## src/rtl/nono_pkg.sv

```systemverilog
// Shared token encoding, FSM states and error causes for the nonogram clue stream parser.
package nono_pkg;

  typedef enum logic [2:0] {
    OP_STOP       = 3'b000,
    OP_LINE_END   = 3'b001,
    OP_OPT_END    = 3'b010,
    OP_SET        = 3'b101,
    OP_LINE_START = 3'b110,
    OP_DIM        = 3'b111
  } opcode_e;

  typedef enum logic [2:0] {
    S_IDLE,
    S_GOT_M,
    S_LINES,
    S_IN_LINE,
    S_DONE,
    S_ERROR
  } state_e;

  typedef enum logic [2:0] {
    ERR_NONE   = 3'd0,
    ERR_OPCODE = 3'd1,
    ERR_SEQ    = 3'd2,
    ERR_RANGE  = 3'd3,
    ERR_OVF    = 3'd4,
    ERR_COUNT  = 3'd5
  } err_code_e;

  localparam int TOK_OPC_MSB = 15;
  localparam int TOK_OPC_LSB = 13;
  localparam int TOK_DIM_SEL = 12;
  localparam int TOK_VAL_MSB = 7;
  localparam int TOK_VAL_LSB = 0;

  // Opcodes 011 and 100 are unassigned.
  function automatic logic opc_legal(input logic [2:0] opc);
    return !(opc == 3'b011 || opc == 3'b100);
  endfunction

endpackage

```

## src/rtl/nono_opt_fifo.sv

```systemverilog
// Small synchronous FIFO with registered storage output and a port that flags the tail entry as last.
module nono_opt_fifo #(
  parameter int W     = 8,
  parameter int DEPTH = 4
) (
  input  logic         clk_i,
  input  logic         rst_ni,
  input  logic         push_i,
  input  logic [W-1:0] data_i,
  input  logic         mark_last_i,
  input  logic         ready_i,
  output logic [W-1:0] data_o,
  output logic         valid_o,
  output logic         can_push_o
);

  localparam int AW = $clog2(DEPTH);
  localparam logic [AW:0] DEPTH_C = (AW+1)'(DEPTH);
  localparam logic [AW:0] ONE_C   = (AW+1)'(1);

  logic [W-1:0]  mem_q [DEPTH];
  logic [AW-1:0] wr_q, rd_q, tail;
  logic [AW:0]   cnt_q;
  logic          pop, full, do_push, mark_ok;

  assign valid_o    = (cnt_q != '0);
  assign data_o     = mem_q[rd_q];
  assign pop        = valid_o && ready_i;
  assign full       = (cnt_q == DEPTH_C);
  assign can_push_o = !full || pop;
  assign do_push    = push_i && can_push_o;
  assign tail       = wr_q - 1'b1;
  // A tail entry leaving this very cycle can no longer be re-marked.
  assign mark_ok    = mark_last_i && valid_o && !(pop && cnt_q == ONE_C);

  always_ff @(posedge clk_i or negedge rst_ni) begin
    if (!rst_ni) begin
      for (int i = 0; i < DEPTH; i++) mem_q[i] <= '0;
      wr_q  <= '0;
      rd_q  <= '0;
      cnt_q <= '0;
    end else begin
      if (do_push) begin
        mem_q[wr_q] <= data_i;
        wr_q        <= wr_q + 1'b1;
      end
      if (mark_ok) mem_q[tail][W-1] <= 1'b1;
      if (pop) rd_q <= rd_q + 1'b1;
      case ({do_push, pop})
        2'b10:   cnt_q <= cnt_q + 1'b1;
        2'b01:   cnt_q <= cnt_q - 1'b1;
        default: cnt_q <= cnt_q;
      endcase
    end
  end

endmodule

```

## src/rtl/nono_stream_parser.sv

```systemverilog
// Byte-serial nonogram clue parser: assembles 16-bit tokens, sequences rows then columns,
// and streams per-line option bitmaps through a backpressured FIFO with sticky error reporting.
module nono_stream_parser
  import nono_pkg::*;
#(
  parameter int MAX_DIM    = 11,
  parameter int MAX_OPTS   = 64,
  parameter int FIFO_DEPTH = 4
) (
  input  logic                           clk,
  input  logic                           rst,
  input  logic [7:0]                     byte_in,
  input  logic                           valid_in,
  output logic [MAX_DIM-1:0]             opt_data,
  output logic [$clog2(2*MAX_DIM)-1:0]   opt_line,
  output logic                           opt_is_col,
  output logic                           opt_last,
  output logic                           opt_valid,
  input  logic                           opt_ready,
  output logic [$clog2(MAX_DIM+1)-1:0]   m,
  output logic [$clog2(MAX_DIM+1)-1:0]   n,
  output logic                           line_done,
  output logic [$clog2(MAX_OPTS+1)-1:0]  line_opt_count,
  output logic                           board_done,
  output logic                           err,
  output logic [2:0]                     err_code
);

  localparam int LINE_W = $clog2(2*MAX_DIM);
  localparam int DIM_W  = $clog2(MAX_DIM+1);
  localparam int CNT_W  = $clog2(MAX_OPTS+1);
  localparam int ENT_W  = 2 + LINE_W + MAX_DIM;
  localparam logic [7:0]       MAX_DIM_B  = 8'(MAX_DIM);
  localparam logic [CNT_W-1:0] MAX_OPTS_C = CNT_W'(MAX_OPTS);

  logic             armed_q, phase_q, tok_vld_q;
  logic [7:0]       hi_q;
  logic [15:0]      tok_q;
  state_e           state_q, state_d;
  err_code_e        err_code_q, err_code_d, fault;
  logic [DIM_W-1:0] m_q, m_d, n_q, n_d, line_len;
  logic [LINE_W:0]  line_q, line_d, total;
  logic [MAX_DIM-1:0] work_q, work_d;
  logic [CNT_W-1:0] cnt_q, cnt_d, loc_q, loc_d;
  logic             line_done_q, line_done_d;
  logic             push, mark, can_push, is_col, enter_halt;
  logic [ENT_W-1:0] fifo_in, fifo_out;
  opcode_e          opc;
  logic [7:0]       tok_val;
  logic             dim_sel, dim_bad, set_bad;
  logic             unused_tok;

  assign opc        = opcode_e'(tok_q[TOK_OPC_MSB:TOK_OPC_LSB]);
  assign tok_val    = tok_q[TOK_VAL_MSB:TOK_VAL_LSB];
  assign dim_sel    = tok_q[TOK_DIM_SEL];
  assign unused_tok = ^tok_q[11:8];
  assign dim_bad    = (tok_val == 8'd0) || (tok_val > MAX_DIM_B);
  assign total      = (LINE_W+1)'(m_q) + (LINE_W+1)'(n_q);
  assign is_col     = (line_q >= (LINE_W+1)'(m_q));
  assign line_len   = is_col ? m_q : n_q;
  assign set_bad    = (tok_val >= 8'(line_len));
  assign enter_halt = (state_d == S_DONE || state_d == S_ERROR) && (state_d != state_q);

  // Byte assembly: the first edge after reset release is deliberately blind to valid_in.
  always_ff @(posedge clk or negedge rst) begin
    if (!rst) begin
      armed_q   <= 1'b0;
      phase_q   <= 1'b1;
      hi_q      <= '0;
      tok_q     <= '0;
      tok_vld_q <= 1'b0;
    end else begin
      armed_q   <= 1'b1;
      tok_vld_q <= 1'b0;
      if (enter_halt) begin
        phase_q <= 1'b1;
      end else if (valid_in && armed_q) begin
        if (phase_q) begin
          hi_q    <= byte_in;
          phase_q <= 1'b0;
        end else begin
          tok_q     <= {hi_q, byte_in};
          tok_vld_q <= 1'b1;
          phase_q   <= 1'b1;
        end
      end
    end
  end

  always_comb begin
    state_d     = state_q;
    m_d         = m_q;
    n_d         = n_q;
    line_d      = line_q;
    work_d      = work_q;
    cnt_d       = cnt_q;
    loc_d       = loc_q;
    line_done_d = 1'b0;
    err_code_d  = err_code_q;
    push        = 1'b0;
    mark        = 1'b0;
    fault       = ERR_NONE;
    if (tok_vld_q && state_q != S_DONE && state_q != S_ERROR) begin
      if (!opc_legal(tok_q[TOK_OPC_MSB:TOK_OPC_LSB])) begin
        fault = ERR_OPCODE;
      end else begin
        case (state_q)
          S_IDLE: begin
            if (opc == OP_DIM && !dim_sel) begin
              if (dim_bad) fault = ERR_RANGE;
              else begin
                m_d     = tok_val[DIM_W-1:0];
                state_d = S_GOT_M;
              end
            end else fault = ERR_SEQ;
          end
          S_GOT_M: begin
            if (opc == OP_DIM && dim_sel) begin
              if (dim_bad) fault = ERR_RANGE;
              else begin
                n_d     = tok_val[DIM_W-1:0];
                state_d = S_LINES;
              end
            end else fault = ERR_SEQ;
          end
          S_LINES: begin
            if (opc == OP_LINE_START && line_q < total) begin
              work_d  = '0;
              cnt_d   = '0;
              state_d = S_IN_LINE;
            end else if (opc == OP_STOP) begin
              if (line_q == total) state_d = S_DONE;
              else fault = ERR_COUNT;
            end else fault = ERR_SEQ;
          end
          S_IN_LINE: begin
            case (opc)
              OP_SET: begin
                if (set_bad) fault = ERR_RANGE;
                else work_d = work_q | (MAX_DIM'(1) << tok_val);
              end
              OP_OPT_END: begin
                if (!can_push) fault = ERR_OVF;
                else if (cnt_q == MAX_OPTS_C) fault = ERR_COUNT;
                else begin
                  push   = 1'b1;
                  work_d = '0;
                  cnt_d  = cnt_q + 1'b1;
                end
              end
              OP_LINE_END: begin
                if (cnt_q == '0) fault = ERR_COUNT;
                else begin
                  mark        = 1'b1;
                  line_done_d = 1'b1;
                  loc_d       = cnt_q;
                  line_d      = line_q + 1'b1;
                  state_d     = S_LINES;
                end
              end
              default: fault = ERR_SEQ;
            endcase
          end
          default: ;
        endcase
      end
      if (fault != ERR_NONE) begin
        err_code_d = fault;
        state_d    = S_ERROR;
      end
    end
  end

  always_ff @(posedge clk or negedge rst) begin
    if (!rst) begin
      state_q     <= S_IDLE;
      m_q         <= '0;
      n_q         <= '0;
      line_q      <= '0;
      work_q      <= '0;
      cnt_q       <= '0;
      loc_q       <= '0;
      line_done_q <= 1'b0;
      err_code_q  <= ERR_NONE;
    end else begin
      state_q     <= state_d;
      m_q         <= m_d;
      n_q         <= n_d;
      line_q      <= line_d;
      work_q      <= work_d;
      cnt_q       <= cnt_d;
      loc_q       <= loc_d;
      line_done_q <= line_done_d;
      err_code_q  <= err_code_d;
    end
  end

  // Entry layout, MSB first: last, is_col, line, bitmap.
  assign fifo_in = {1'b0, is_col, line_q[LINE_W-1:0], work_q};

  nono_opt_fifo #(
    .W     (ENT_W),
    .DEPTH (FIFO_DEPTH)
  ) u_fifo (
    .clk_i       (clk),
    .rst_ni      (rst),
    .push_i      (push),
    .data_i      (fifo_in),
    .mark_last_i (mark),
    .ready_i     (opt_ready),
    .data_o      (fifo_out),
    .valid_o     (opt_valid),
    .can_push_o  (can_push)
  );

  assign opt_last       = fifo_out[ENT_W-1];
  assign opt_is_col     = fifo_out[ENT_W-2];
  assign opt_line       = fifo_out[ENT_W-3 -: LINE_W];
  assign opt_data       = fifo_out[MAX_DIM-1:0];
  assign m              = m_q;
  assign n              = n_q;
  assign line_done      = line_done_q;
  assign line_opt_count = loc_q;
  assign board_done     = (state_q == S_DONE);
  assign err            = (state_q == S_ERROR);
  assign err_code       = err_code_q;

endmodule
```

## config.mk

```make
export PLATFORM = sky130hd
export DESIGN_NAME = nono_stream_parser
export DESIGN_NICKNAME = d
export VERILOG_FILES = /design/src/rtl/nono_pkg.sv /design/src/rtl/nono_opt_fifo.sv /design/src/rtl/nono_stream_parser.sv
export SDC_FILE = /design/constraint.sdc
export NUM_CORES = 1
export LEC_CHECK = 0
export ABC_AREA = 0
export CAP_MARGIN = 10
export CORE_AREA = 3 3 106 118
export CTS_CLUSTER_DIAMETER = 100
export DETAILED_ROUTE_END_ITERATION = 6
export DIE_AREA = 0 0 109 121
export HOLD_SLACK_MARGIN = 0.1
export MAX_ROUTING_LAYER = met4
export PLACE_DENSITY_LB_ADDON = 0.08
export SLEW_MARGIN = 20
export SYNTH_ARGS = -nofsm -noshare
export SYNTH_HDL_FRONTEND = slang
export SYNTH_SLANG_ARGS = --single-unit
```

## constraint.sdc

```tcl
create_clock -name clk -period 9.5 [get_ports clk]
set_clock_uncertainty 0.1 [all_clocks]
set_input_delay 0.95 -clock clk [delete_from_list [all_inputs] [get_ports clk]]
set_output_delay 0.95 -clock clk [all_outputs]
set_load 0.01 [all_outputs]
```

# --- After elaboration in Yosys (flattened, before gate mapping) ---
# Index checks and enable logic that the tools add are counted.
word_totals:
  word_cells: 184
  input_bits: 12
  ff_bits: 152
classes:
  reduce_logical: 38
  n_shift: 1
  add_sub_neg: 8
  order_cmp: 9
  n_eq_ne: 31
  bitwise_logic: 10
  n_mux: 66
op_table:
  columns: ["operator", "count"]
  rows:
  - ["72-bit two-way mux", 2]
  - ["72-bit bitwise mux", 1]
  - ["18-bit demux with 2-bit select", 2]
  - ["18-bit two-way mux", 4]
  - ["72-bit bitwise OR", 1]
  - ["3-bit two-way mux", 21]
  - ["11-bit two-way mux", 4]
  - ["11-bit case mux with 2 select lines", 2]
  - ["18-bit binary-select mux with 2-bit select", 1]
  - ["7-bit two-way mux", 4]
  - ["3-bit equality test (second input constant)", 9]
  - ["3-bit case mux with 4 select lines", 2]
  - ["1-bit two-way mux", 16]
  - ["3-bit inequality test (second input constant)", 5]
  - ["5-bit AND reduction", 3]
  - ["1-bit logical AND", 14]
  - ["7-bit case mux with 2 select lines", 1]
  - ["3-bit by 2-bit equality test with 1-bit output (second input constant)", 4]
  - ["11-bit bitwise OR", 1]
  - ["1-bit by 8-bit << shifter with 11-bit output (first input constant)", 1]
  - ["3-bit by 1-bit equality test with 1-bit output (second input constant)", 3]
  - ["3-bit greater-or-equal comparator (second input constant)", 3]
  - ["2-bit inverter with 3-bit output", 3]
  - ["3-bit case mux with 3 select lines", 1]
  - ["35 further kinds", 55]

# --- Longest topological paths before layout ---
logic_depth:
  ltp_word: 16
  ltp_mapped: 17

# --- Cells and area by module ---
# A second synthesis with hierarchy kept.
unflattened:
  cells_unflattened: 609
  hier_area_um2: 7484.7
by_module_without_submodules:
  columns: ["mod", "area_per_inst_um2", "seq_area_each_um2", "n_inst", "cells_per_inst"]
  rows:
  - ["nono_stream_parser", 3789.9, 1627.8, 1, 377]
  - ["nono_opt_fifo", 3694.8, 1976.9, 1, 232]

# --- Worst setup path before layout ---
# Ideal clock, no wire load.
synth_timing:
  path_type: "register -> register"
  start: "register line_q[0]"
  end: "register tok_q[12]"
  n_path_buf: 2
  path_slack_ns: 4.998
  setup_ns: 0.125
  arrival_time_ns: 4.277
  synth_period_minus_slack_ns: 4.502
  stages_incl_launch_ff: 18
  t_required_ns: 9.275
  cell_sequence: "dfrtp_1 inv_1 ha_1 nand2b_1 a21o_1 a21o_1 a2111oi_0 clkbuf_1 nor2_1 a21oi_1 ha_1 and3_2 o21ai_0 a311oi_4 o41ai_4 nand4_4 buf_6 mux2_4"
synth_between:
  elab_chain_len: 16
synth_lines:
  columns: ["item", "line_no", "text"]
  rows:
  - ["from (decl)", "nono_stream_parser.sv:42", "logic [LINE_W:0] line_q, line_d, total;"]
  - ["from (signal assigned)", "nono_stream_parser.sv:189", "line_q <= line_d;"]
  - ["6-bit by 4-bit greater-or-equal comparator with 1-bit output", "nono_stream_parser.sv:59", "assign is_col = (line_q >= (LINE_W+1)'(m_q));"]
  - ["4-bit two-way mux", "nono_stream_parser.sv:60", "assign line_len = is_col ? m_q : n_q;"]
  - ["8-bit by 4-bit greater-or-equal comparator with 1-bit output", "nono_stream_parser.sv:61", "assign set_bad = (tok_val >= 8'(line_len));"]
  - ["2-bit two-way mux", "nono_stream_parser.sv:139", "if (set_bad) fault = ERR_RANGE;"]
  - ["3-bit case mux with 3 select lines", "nono_stream_parser.sv:137", "case (opc)"]
  - ["3-bit case mux with 4 select lines", "nono_stream_parser.sv:107", "case (state_q)"]
  - ["3-bit two-way mux", "nono_stream_parser.sv:104", "if (!opc_legal(tok_q[TOK_OPC_MSB:TOK_OPC_LSB])) begin"]
  - ["3-bit two-way mux", "nono_stream_parser.sv:103", "if (tok_vld_q && state_q != S_DONE && state_q != S_ERROR) begin"]
  - ["3-bit nonzero test", "nono_stream_parser.sv:167", "if (fault != ERR_NONE) begin"]
  - ["3-bit two-way mux (*)", "nono_stream_parser.sv:167", null]
  - ["3-bit two-way mux (*)", "nono_stream_parser.sv:103", null]
  - ["3-bit equality test", "nono_stream_parser.sv:62", "assign enter_halt = (state_d == S_DONE || state_d == S_ERROR) && (state_d != state_q);"]
  - ["1-bit logical OR", "nono_stream_parser.sv:62", null]
  - ["1-bit logical AND (*)", "nono_stream_parser.sv:62", null]
  - ["1-bit inverter (no line) (*)", null, null]
  - ["3-bit AND reduction (no line) (*)", null, null]
  - ["to (signal assigned)", "nono_stream_parser.sv:82", "tok_q <= {hi_q, byte_in};"]
  - ["to (decl)", "nono_stream_parser.sv:38", "logic [15:0] tok_q;"]
# Every way passes the cells marked *; elsewhere a longest branch is shown, timed or not. The select of a mux whose other input is x is not followed.
# A chain may end at the register's enable or synchronous reset.

# --- Worst setup path in the final report ---
layout_timing:
  start: "register line_q[0]"
  end: "register tok_q[5]"
# The elaborated chain is that of the path after synthesis.

==> flow_summary.yaml <==
cts:
  post_cts_resized: 0
  tritoncts.num_buffers: 17
  number_of_setup_buffers_added_after_cts: 0
  tritoncts: "done"
  clk_pin_slew_worst_paths_ps: 60
  htreeDepth: 4
  clkLatencyLatePin_ps: 420
  cts.hold.buffers_added: 0
  numClockSinks: 144
  clock_path_buffers: 2
  cell_at_the_root_of_the_clock_tree: "sky130_fd_sc_hd__clkbuf_16"
timing:
  finalMaxSlewViolations: 0
  tightestPinTransition_ps: 1000
  min_period_over_period: 0.548
  slew_headroom: 0.330
  finalSetupTns_ps: 0
  timing.final.setup_violations: 0
  hold-worst-slack_ps: 381
  hold_violations: 0
  max_freq_mhz: 192
  final_period_minus_worst_setup_slack_ps: 5210
  setup_repair_after_global_routing_missed_its_margin: "no"
  final_critical_path_setup_slack_ps: 4290
yosys:
  synth_cells: 572
  yosys_most_used_dff: "sky130_fd_sc_hd__dfrtp_1"
  post_synth_main_area_contributors: "sky130_fd_sc_hd__dfrtp_1, sky130_fd_sc_hd__mux2_2, sky130_fd_sc_hd__mux4_2"
  synth_seq_cells: 144
  synth_area_per_cell_um2: 12.7
  synth_area_mm2: 0.00728
  ys_async_sr_fraction: 1.00
  synthDistinctLibCells: 69
  yosysTopAreaCell: "sky130_fd_sc_hd__dfrtp_1"
  yosys_warnings: 0
  synth.net_count: 614
  synth-edff-count: 0
  ys_seq_area_frac: 0.495
  synthDominantCellAreaShare: 0.492
worst_setup_path:
  path_delay_family: "compound AO/OA/AOI/OAI gates"
  timing.reg2reg.worst_path_depth: 14
  worstReg2RegStart: "line_q[0]"
  timing_worst_setup_path_type: "register to register"
  critPathMaxFanout: 13
  worstPathCellList: "inv_1, ha_1, nand2b_1, a21o_1, a21o_1, a2111oi_2, mux2_2, ha_1, and3_2, o21ai_0, a311oi_4, o41ai_4, nand4_4, mux2_4"
  worstSetupEndpointType: "register"
  worst_setup_path_start_kind: "register"
  critical_path.max_stage_delay_ps: 860
  critical_path.n_buffers_inverters: 1
  critPathArrivalTime_ps: 5410
  crit_cells: 14
  worst_setup_path_startpoint: "line_q[0]"
  critPathSlowestCell: "sky130_fd_sc_hd__a2111oi_2"
  r2r_setup_slack_ps: 4290
  critical_path_required_ps: 9710
grt:
  grt_antenna_before_repair: 0
  grt_pass1_wl_um: 25200
  grt_pass1_vias: 4955
  grt.total_usage: 0.257
  grt_overflow: 0
  maximum_number_of_pins_on_one_net_before_global_route_repair: 92
floorplan:
  die_height_um: 121
  initial_utilization: 0.636
  die_x_um: 109
  io-pin-count: 52
  core.rowCount: 41
  die_area_mm2: 0.0132
  design.core.area_mm2: 0.0114
routing:
  avg_wl_per_cell_um: 19.2
  drc_errors: 0
  detail_route.iter0.violations: 250
  drt-vias-per-instance: 6.14
  antenna_violating_nets_post_route: 0
  drt_pass_1_iters: 5
  wl_um: 15000
  detailroute.via_count: 4794
layout:
  areaGrowthSynthToFinish_pct: 15.9
  filler_cell_count: 749
  antenna-diode-count: 0
  layout.cells.non_filler: 781
  finish.net_count: 660
  layout-drive-gt1-share: 0.261
  final_util: 0.737
  postLayoutCellArea_mm2: 0.00844
status:
  run_status: "finished, final reports clean"
placement:
  gp_routability_congestion: 0.898
  placement.setup.worst_slack_ps: 4320
  port_buffers: 51
  placed_cell_area_mm2: 0.00782
  post-dp-hpwl_um: 10200
  count_of_placed_standard_cells_including_taps: 749
pwr:
  peakVddDrop_uv: 169
  power.static_leakage_nw: 3.91
  total_power_mw: 1.68
  cellPowerDensity_mw_per_mm2: 199
run:
  max_cap_viol_count: 0
worst_hold_path:
  whs_path_depth: 2
  hp-class: "register to register"
-- Yosys cell counts, drive strengths merged (5+ instances only) --
master,n
nor4,6
mux4,18
nand3,12
nor3,7
mux2,91
dfrtp,143
nor2b,5
nand4,6
xor2,5
ha,29
nor2,32
buf,8
a21oi,16
clkbuf,17
and2,5
o21ai,20
o31ai,6
a41oi,10
a21o,6
inv,20
nand2,34
xnor2,12
-- metal layers --
metal  vias to the layer above  track usage  wire length [um]
met5                         -            -                 0
met3                        28       0.0553               593
li1                       2188            -                 -
met4                         0       0.0884               275
met2                       127        0.411              7720
met1                      2451        0.327              6380
-- final timing paths --
check,to
min,register
min in group asynchronous,async pin
max,tok_q[5]
min reg2reg,register
max in group asynchronous,err_code[1]
max reg2reg,tok_q[5]
-- tightest hold or removal path, stage by stage (launching register included) --
cell,delay (ps)
sky130_fd_sc_hd__dfrtp_1,330
sky130_fd_sc_hd__nand2_1,50
sky130_fd_sc_hd__o21ai_0,60
-- layout make-up --
class	count	area, um^2	area share
flip-flops and latches	144	3600	0.427
clock buffers	21	450	0.0534
clock inverters	11	163	0.0193
repair buffers	54	534	0.0633
multi-input cells	381	3420	0.406
well taps	150	188	0.0222
inverters	20	75.1	0.00890
-- logic make-up (layout without fill, tap and decap cells) --
family                     count (synthesis)  in the layout  synth area share
AOI/OAI and AO/OA                         80             80            0.0820
buffers and inverters                     47            106            0.0370
xor gates and xnor gates                  17             17            0.0205
adders and majority gates                 30             30            0.0526
other                                      1              1          0.000515
muxes                                    110            110             0.203
and+or+nand+nor                          143            143             0.110
DFF                                      144            144             0.495
-- layout by cell type (no fill, tap or decap), drive strengths merged, types with 7 or more instances in the layout --
master / instances
a41oi: 10
mux2: 91
xnor2: 12
o21ai: 20
ha: 29
a21oi: 16
mux4: 18
nand3: 12
nor3: 7
nor2: 32
clkdlybuf4s50: 50
clkbuf: 21
dfrtp: 143
inv: 20
nand2: 34
-- where the power goes --
part | internal, mW | total, mW | switching (mW) | leakage [nW]
Combinational | 0.126 | 0.247 | 0.122 | 1.69
Clock | 0.444 | 0.688 | 0.244 | 0.293
Sequential | 0.663 | 0.741 | 0.0781 | 1.93
No activity file was read; power rests on OpenSTA's default activity.
